==> src/rtl/wb_interconnect.sv <==
// Single-master, N-slave Wishbone B4 classic interconnect.
// Registered address decode, per-transaction slave lock, bus error on
// unmapped addresses, watchdog timeout for hung slaves and capture of the
// last error cause and address.
module wb_interconnect #(
    parameter int NUM_SLAVES     = 3,
    parameter int ADDR_WIDTH     = 32,
    parameter int DATA_WIDTH     = 32,
    parameter logic [NUM_SLAVES*2*ADDR_WIDTH-1:0] RULES = '0,
    parameter int TIMEOUT_CYCLES = 255
) (
    input  logic                             clk,
    input  logic                             rst,

    input  logic                             wbm_cyc_i,
    input  logic                             wbm_stb_i,
    input  logic                             wbm_we_i,
    input  logic [DATA_WIDTH/8-1:0]          wbm_sel_i,
    input  logic [ADDR_WIDTH-1:0]            wbm_adr_i,
    input  logic [DATA_WIDTH-1:0]            wbm_dat_i,
    output logic [DATA_WIDTH-1:0]            wbm_dat_o,
    output logic                             wbm_ack_o,
    output logic                             wbm_err_o,

    output logic [NUM_SLAVES-1:0]            wbs_cyc_o,
    output logic [NUM_SLAVES-1:0]            wbs_stb_o,
    output logic                             wbs_we_o,
    output logic [DATA_WIDTH/8-1:0]          wbs_sel_o,
    output logic [ADDR_WIDTH-1:0]            wbs_adr_o,
    output logic [DATA_WIDTH-1:0]            wbs_dat_o,
    input  logic [NUM_SLAVES*DATA_WIDTH-1:0] wbs_dat_i,
    input  logic [NUM_SLAVES-1:0]            wbs_ack_i,
    input  logic [NUM_SLAVES-1:0]            wbs_err_i,

    output logic [1:0]                       err_code_o,
    output logic [ADDR_WIDTH-1:0]            err_adr_o
);

    localparam int SEL_W = DATA_WIDTH / 8;
    localparam int IDX_W = (NUM_SLAVES > 1) ? $clog2(NUM_SLAVES) : 1;
    // A zero timeout still needs a legal one-bit counter; it is never compared.
    localparam int CNT_W = (TIMEOUT_CYCLES > 0) ? $clog2(TIMEOUT_CYCLES + 1) : 1;
    localparam logic [CNT_W-1:0] CNT_LAST =
        CNT_W'((TIMEOUT_CYCLES > 0) ? TIMEOUT_CYCLES - 1 : 0);
    localparam bit TIMEOUT_EN = (TIMEOUT_CYCLES > 0);

    localparam logic [1:0] ERR_NONE     = 2'd0;
    localparam logic [1:0] ERR_UNMAPPED = 2'd1;
    localparam logic [1:0] ERR_TIMEOUT  = 2'd2;
    localparam logic [1:0] ERR_SLAVE    = 2'd3;

    typedef enum logic [1:0] {
        S_IDLE   = 2'd0,
        S_ACTIVE = 2'd1,
        S_ERROR  = 2'd2
    } state_t;

    state_t                  state_q;
    logic [IDX_W-1:0]        idx_q;
    logic [CNT_W-1:0]        cnt_q;
    logic                    we_q;
    logic [SEL_W-1:0]        sel_q;
    logic [ADDR_WIDTH-1:0]   adr_q;
    logic [DATA_WIDTH-1:0]   dat_q;
    logic [1:0]              err_code_q;
    logic [ADDR_WIDTH-1:0]   err_adr_q;

    logic                    hit_d;
    logic [IDX_W-1:0]        hit_idx_d;

    logic                    sel_ack;
    logic                    sel_err;
    logic [DATA_WIDTH-1:0]   sel_dat;
    logic                    active;
    logic                    timeout;

    // Address decode; scanning downward lets the lowest matching index win.
    always_comb begin
        hit_d     = 1'b0;
        hit_idx_d = '0;
        for (int i = NUM_SLAVES - 1; i >= 0; i--) begin
            if ((wbm_adr_i & RULES[2*i*ADDR_WIDTH +: ADDR_WIDTH]) ==
                (RULES[(2*i+1)*ADDR_WIDTH +: ADDR_WIDTH] &
                 RULES[2*i*ADDR_WIDTH +: ADDR_WIDTH])) begin
                hit_d     = 1'b1;
                hit_idx_d = IDX_W'(i);
            end
        end
    end

    // Response mux: only the locked slave's ack/err/data are ever looked at.
    always_comb begin
        sel_ack = 1'b0;
        sel_err = 1'b0;
        sel_dat = '0;
        for (int i = 0; i < NUM_SLAVES; i++) begin
            if (idx_q == IDX_W'(i)) begin
                sel_ack = wbs_ack_i[i];
                sel_err = wbs_err_i[i];
                sel_dat = wbs_dat_i[i*DATA_WIDTH +: DATA_WIDTH];
            end
        end
    end

    // Dropping master cyc aborts combinationally, so nothing is driven or
    // reported in the abort cycle itself.
    assign active  = (state_q == S_ACTIVE) && wbm_cyc_i;
    // Any slave response in the last watchdog cycle takes priority.
    assign timeout = TIMEOUT_EN && (cnt_q == CNT_LAST) && !sel_ack && !sel_err;

    // Per-slave cycle/strobe: only the locked slave, only while active.
    always_comb begin
        wbs_cyc_o = '0;
        wbs_stb_o = '0;
        for (int i = 0; i < NUM_SLAVES; i++) begin
            if (active && (idx_q == IDX_W'(i))) begin
                wbs_cyc_o[i] = 1'b1;
                wbs_stb_o[i] = 1'b1;
            end
        end
    end

    assign wbm_ack_o = active && sel_ack;
    assign wbm_err_o = (active && !sel_ack && (sel_err || timeout)) ||
                       (state_q == S_ERROR);
    assign wbm_dat_o = active ? sel_dat : '0;

    assign wbs_we_o   = we_q;
    assign wbs_sel_o  = sel_q;
    assign wbs_adr_o  = adr_q;
    assign wbs_dat_o  = dat_q;
    assign err_code_o = err_code_q;
    assign err_adr_o  = err_adr_q;

    // Transaction FSM: accept/lock, watchdog, completion and error capture.
    always_ff @(posedge clk or posedge rst) begin
        if (rst) begin
            state_q    <= S_IDLE;
            idx_q      <= '0;
            cnt_q      <= '0;
            we_q       <= 1'b0;
            sel_q      <= '0;
            adr_q      <= '0;
            dat_q      <= '0;
            err_code_q <= ERR_NONE;
            err_adr_q  <= '0;
        end else begin
            case (state_q)
                S_IDLE: begin
                    cnt_q <= '0;
                    if (wbm_cyc_i && wbm_stb_i) begin
                        idx_q   <= hit_idx_d;
                        we_q    <= wbm_we_i;
                        sel_q   <= wbm_sel_i;
                        adr_q   <= wbm_adr_i;
                        dat_q   <= wbm_dat_i;
                        state_q <= hit_d ? S_ACTIVE : S_ERROR;
                    end
                end
                S_ACTIVE: begin
                    if (!wbm_cyc_i) begin
                        state_q <= S_IDLE;
                    end else if (sel_ack) begin
                        state_q <= S_IDLE;
                    end else if (sel_err) begin
                        state_q    <= S_IDLE;
                        err_code_q <= ERR_SLAVE;
                        err_adr_q  <= adr_q;
                    end else if (timeout) begin
                        state_q    <= S_IDLE;
                        err_code_q <= ERR_TIMEOUT;
                        err_adr_q  <= adr_q;
                    end else begin
                        cnt_q <= cnt_q + 1'b1;
                    end
                end
                S_ERROR: begin
                    state_q    <= S_IDLE;
                    err_code_q <= ERR_UNMAPPED;
                    err_adr_q  <= adr_q;
                end
                default: begin
                    state_q <= S_IDLE;
                end
            endcase
        end
    end

endmodule

==> config.mk <==
export PLATFORM = sky130hd
export DESIGN_NAME = wb_interconnect
export DESIGN_NICKNAME = d
export VERILOG_FILES = /design/src/rtl/wb_interconnect.sv
export SDC_FILE = /design/constraint.sdc
export NUM_CORES = 1
export LEC_CHECK = 0
export CORE_ASPECT_RATIO = 0.75
export CORE_MARGIN = 2
export CORE_UTILIZATION = 36
export CTS_CLUSTER_DIAMETER = 200
export CTS_CLUSTER_SIZE = 14
export DETAILED_ROUTE_END_ITERATION = 6
export HOLD_SLACK_MARGIN = 0.06
export PLACE_DENSITY_LB_ADDON = 0.2
export SYNTH_ARGS = -nofsm -noshare
export SYNTH_HDL_FRONTEND = slang
export SYNTH_SLANG_ARGS = --single-unit
==> constraint.sdc <==
create_clock -name clk -period 4 [get_ports clk]
set_clock_uncertainty 0.15 [all_clocks]
set_input_delay 0.4 -clock clk [delete_from_list [all_inputs] [get_ports clk]]
set_output_delay 0.4 -clock clk [all_outputs]
set_load 0.02 [all_outputs]
# After elaboration in Yosys (flattened, before gate mapping)
# Index checks and enable logic that the tools add are counted.
[totals]
wordCells = 60
register_bits = 113
in_bits = 175
output_inout_bits = 143
[classes]
mux = 23
eq_ne = 10
n_addsub = 1
n_reduce_logical = 18
[op_table]
columns = ["operator", "n"]
rows = [
  ["32-bit two-way mux", 5],
  ["32-bit case mux with 2 select lines", 1],
  ["8-bit two-way mux", 4],
  ["2-bit two-way mux", 9],
  ["8-bit case mux with 2 select lines", 1],
  ["2-bit != test (second input constant)", 5],
  ["8-bit by 1-bit adder with 8-bit output (second input constant)", 1],
  ["8-bit == test (second input constant)", 1],
  ["2-bit case mux with 2 select lines", 2],
  ["1-bit logical AND", 7],
  ["5-bit != test (second input constant)", 1],
  ["5-bit AND reduction", 1],
  ["2-bit AND reduction", 2],
  ["4-bit AND reduction", 1],
  ["2-bit nonzero test", 2],
  ["3-bit != test (second input constant)", 1],
  ["2-bit by 1-bit == test with 1-bit output (second input constant)", 1],
  ["2-bit == test (second input constant)", 1],
  ["1-bit zero test", 2],
  ["2-bit zero test", 1],
  ["1-bit logical OR", 2],
  ["1-bit two-way mux", 1],
]

# Logic depth before layout (Yosys ltp)
[logic_depth]
ltp_word = 8
mapped_depth = 8
mapped_depth_nobuf = 6

# Worst setup path after synthesis
# No wires, ideal clock.
[synth_path]
path_type = "register -> register"
startpoint = "reg cnt_q[0]"
endpoint = "reg err_adr_q[10], in the netlist err_adr_o[10]"
required_ps = 3725
stages_incl_launch_ff = 9
arrival_time_ps = 1744
setup_slack_ps = 1981
cell_sequence = "dfrtp_1 inv_1 ha_1 and4b_4 and3_4 o21a_1 buf_6 buf_12 mux2_4"
[synth_via]
elab_chain_cells = 5
[synth_rtl]
columns = ["element", "line", "source"]
rows = [
  ["start, declared", "60", "logic [CNT_W-1:0] cnt_q;"],
  ["start signal, assigned", "174", "cnt_q <= cnt_q + 1'b1;"],
  ["8-bit == test", "109", "assign timeout = TIMEOUT_EN && (cnt_q == CNT_LAST) && !sel_ack && !sel_err;"],
  ["1-bit logical AND (2 in series)", "109", ""],
  ["3-bit != test (no line)", "n/a", ""],
  ["4-bit AND reduction (no line)", "n/a", ""],
  ["end signal, assigned", "168", "err_adr_q <= adr_q;"],
  ["end signal, assigned", "172", "err_adr_q <= adr_q;"],
  ["end signal, assigned", "180", "err_adr_q <= adr_q;"],
  ["end, declared", "66", "logic [ADDR_WIDTH-1:0] err_adr_q;"],
]
# Every way passes these cells.
# A chain may end at the register's enable or synchronous reset.

# Worst setup path after layout
[layout_path]
startpoint = "in wbs_ack_i[0]"
endpoint = "out wbm_err_o"
[layout_via]
elab_chain_cells = 6
[layout_rtl]
columns = ["element", "line", "source"]
rows = [
  ["start, declared", "32", "input logic [NUM_SLAVES-1:0] wbs_ack_i,"],
  ["1-bit zero test *", "109, 124", ""],
  ["1-bit logical AND (2 in series)", "109", ""],
  ["1-bit logical OR", "124", "assign wbm_err_o = (active && !sel_ack && (sel_err || timeout)) ||"],
  ["1-bit logical AND *", "124", ""],
  ["1-bit logical OR *", "124", ""],
  ["end, declared", "23", "output logic wbm_err_o,"],
]
# Every way passes the cells marked *; elsewhere a longest branch is shown, timed or not.

==> impl_metrics.csv <==
group,metric,value,unit
sta,final-hold-violation-count,0,
floorplanning,io_pins,318,
global_route,globalRouteOverflowTotal,0,
clocking,postCtsSetupBuffers,0,
worst_setup_path,worstReg2RegEnd,"err_adr_o[6]",
worst_setup_path,critical_path.max_fanout,8,
worst_setup_path,reg2reg_depth,7,
place,dp.final_hpwl,8.65,mm
synthesis,synthAdderAreaFrac,0.527,%
power_and_ir_drop,max-vdd-ir-drop,0.000299,V
worst_setup_path,crit_top_cell,"clkdlybuf4s50_1",
synthesis,synth_async_sr_flop_share,100,%
floorplanning,initial_core_utilization,36.7,%
synthesis,proportion_of_netlist_area_held_by_the_largest_area_contributor,59.0,%
detailed_routing,initial_drt_markers,125,
global_route,first_global_vias,3559,
synthesis,parity_gate_share_of_the_synthesized_area_counting_xor_and_xnor_cells,0.553,%
clocking,cts_repair_resize_count,0,
detailed_routing,antenna_left,0,
global_route,grt_first_pass_wirelength,18.8,mm
worst_setup_path,path_class,"in -> out",
floorplanning,fp-row-count,36,
worst_hold_path,hold_path_depth,1,
synthesis,yosys-mux-area-fraction,26.2,%
detailed_routing,vias,3449,
synthesis,post_synth_most_frequent_cells,"dfrtp_1 (112), mux2_2 (73), and3_1 (34)",
worst_setup_path,r2r_slack,1460,ps
synthesis,post_synth_main_area_contributors,"dfrtp_1 (59%), mux2_2 (17%), mux2_4 (8.8%)",
power_and_ir_drop,power.density_cell_area,509,nW/um^2
sta,fin_worst_hold_slack,328,ps
worst_hold_path,min-delay-path-class,"reg -> reg",
clocking,cts.htree.levels,3,
worst_setup_path,critical_path_required,3450,ps
job,max_cap_viol_count,0,
sta,slew_headroom,37.7,%
clocking,cts.path.max_buffers,2,
detailed_routing,drt-pass1-iter-count,4,
worst_hold_path,worstHoldStart,"err_code_o[1]",
detailed_routing,wl_per_cell,16.6,um
floorplanning,core_region_area,12900,um^2
clocking,cts_root_buffer,"clkbuf_16",
final_layout,antenna-diode-count,0,
floorplanning,floorplan.die.width,137,um
final_layout,areaGrowthSynthToFinish,60.7,%
sta,final.setup.tns,0,ps
clocking,cts_sinks,112,
worst_setup_path,timing.critical_path.buf_inv,2,
sta,timing.final.crit_period,2890,ps
power_and_ir_drop,power.leakage,3.32,nW
worst_setup_path,critPathArrivalTime,2340,ps
synthesis,synth_compound_gate_area_share,1.79,%
detailed_routing,avgViaCountPerCell,4.71,
synthesis,ys_seq_elements,112,
worst_setup_path,worstSetupStartpointType,"primary input",
worst_setup_path,end_kind,"output pin",
final_layout,drive_above_1_share,23.0,%
synthesis,largest_family_of_logic_cells_by_synthesized_area,"multiplexers",
sta,grt_setup_unrepaired,"false",
place,globalplace.congestion,0.801,
synthesis,post-synth-top-count-cell,"dfrtp_1",
synthesis,simple_gate_portion_of_the_synthesized_area,7.98,%
clocking,cts_tree,"built",
synthesis,synth.largest_area_cell,"dfrtp_1",
clocking,cts.clk_slew.worst_paths,70,ps
global_route,globalRouteTotalUtil,17.2,%
clocking,cts_made_buffers,9,
synthesis,postSynth.topFlopCell,"dfrtp_1",
detailed_routing,post-route-drc-count,0,
worst_setup_path,worst_path_dominant_cell_family,"buffers and inverters",
sta,timing_worst_slew_pin_value,935,ps
global_route,antenna_found_initial,0,
clocking,clock_insertion_delay_worst_skew,340,ps
worst_setup_path,critPathSlowestCell,"clkdlybuf4s50_1",
worst_setup_path,worst_path_largest_cell_delay,640,ps
floorplanning,die_h,103,um
sta,final.period_utilization,72.2,%
sta,setup_violating_endpoint_count_in_the_final_report,0,
synthesis,synth.distinct_cells,35,
run_status,outcome,"finished clean",
worst_hold_path,min_delay_worst_endpoint,"err_code_o[1]",
synthesis,synth.avg_cell_area,14.9,um^2
place,port_buffers,245,
worst_setup_path,r2r_start,"cnt_q[0]",
synthesis,netlist_area,4750,um^2
sta,drv_slew,0,
synthesis,synth_edf_count,0,
synthesis,synthesis.yosys.warnings,0,
final_layout,num-nets-final,734,
synthesis,seq_area_frac_synth,59.0,%
detailed_routing,wirelength,12.2,mm
floorplanning,floorplan.die_area,14100,um^2
worst_setup_path,timing.critical_path.cells,"clkdlybuf4s50_1, and4b_4, and3_4, o21a_2, clkdlybuf4s50_1",
sta,max_clock_freq,346,MHz
synthesis,syn_inst,318,
global_route,grt_max_degree,71,
clocking,holdBufCountCts,0,
-- sequential cells by signal, summed over array words and instances (netlist names) --
signal / count
cnt_q: 8
err_adr_o: 32
err_code_o: 2
state_q: 1
wbs_adr_o: 32
wbs_dat_o: 32
wbs_sel_o: 4
wbs_we_o: 1
-- per-layer routing --
layer | routed length, um | global-route usage (%)
met5 | 0 | 0
met4 | 149 | 3.93
met3 | 854 | 5.90
met2 | 5640 | 27.6
met1 | 5540 | 22.7
-- metrics by stage --
step	instance area, um^2	std cells	utilization (%)	setup WS [ps]	power [mW]
global route	7640	733	59.1	1060	4.08
detailed placement	7310	717	56.5	1070	2.93
CTS	7640	733	59.1	1120	3.93
floorplan	4760	321	-	491	2.21
global placement	7310	717	56.5	1090	2.90
finish	7640	733	59.1	1110	3.88
-- where the power goes --
group / switching [mW] / internal (mW)
clock: 0.410 / 0.573
sequential: 0.148 / 1.38
combinational: 0.596 / 0.776
-- cell type report --
class                      instances  area (um^2)
clock buffer                      11          243
clock inverter                     5         86.3
fill                            1009         5290
inverter                           3         13.8
multi-input combinational        181         1770
sequential                       112         2800
tap                              171          214
timing repair buffer             250         2500
-- worst max path at each step --
stage,from,endpoint,depth (start not counted)
floorplan,rst,cnt_q[0],1
global placement,wbs_ack_i[0],err_adr_o[4],6
detailed placement,wbs_ack_i[0],err_adr_o[6],6
CTS,wbs_ack_i[0],wbm_err_o,5
global route,wbs_ack_i[0],wbm_err_o,5
finish,wbs_ack_i[0],wbm_err_o,5
-- kinds of logic after synthesis --
| family | count (synthesis) |
|---|---|
| XOR/XNOR | 3 |
| flip-flops | 112 |
| other | 1 |
| multiplexers | 101 |
| adder cells (fa/ha/maj) | 2 |
| AO/OA/AOI/OAI | 12 |
| AND/OR/NAND/NOR | 59 |
| buffers and inverters | 28 |
-- layout by cell type (no fill, tap or decap), drive strengths merged --
master,count
o41ai,1
ha,2
buf,5
o21a,1
nor4,1
or2,1
xnor2,2
and4b,1
a22o,1
a31oi,3
bufinv,2
o211a,1
nand2,4
mux2,101
nand3b,1
clkinv,1
a311o,1
clkdlybuf4s50,245
conb,4
and2,3
and3,37
nand4,2
dfrtp,112
clkbuf,11
nand3,2
nand2b,2
nor2,2
and4bb,1
inv,5
xor2,1
o21ai,4
nand4b,2
No activity file was read; power rests on OpenSTA's default activity.
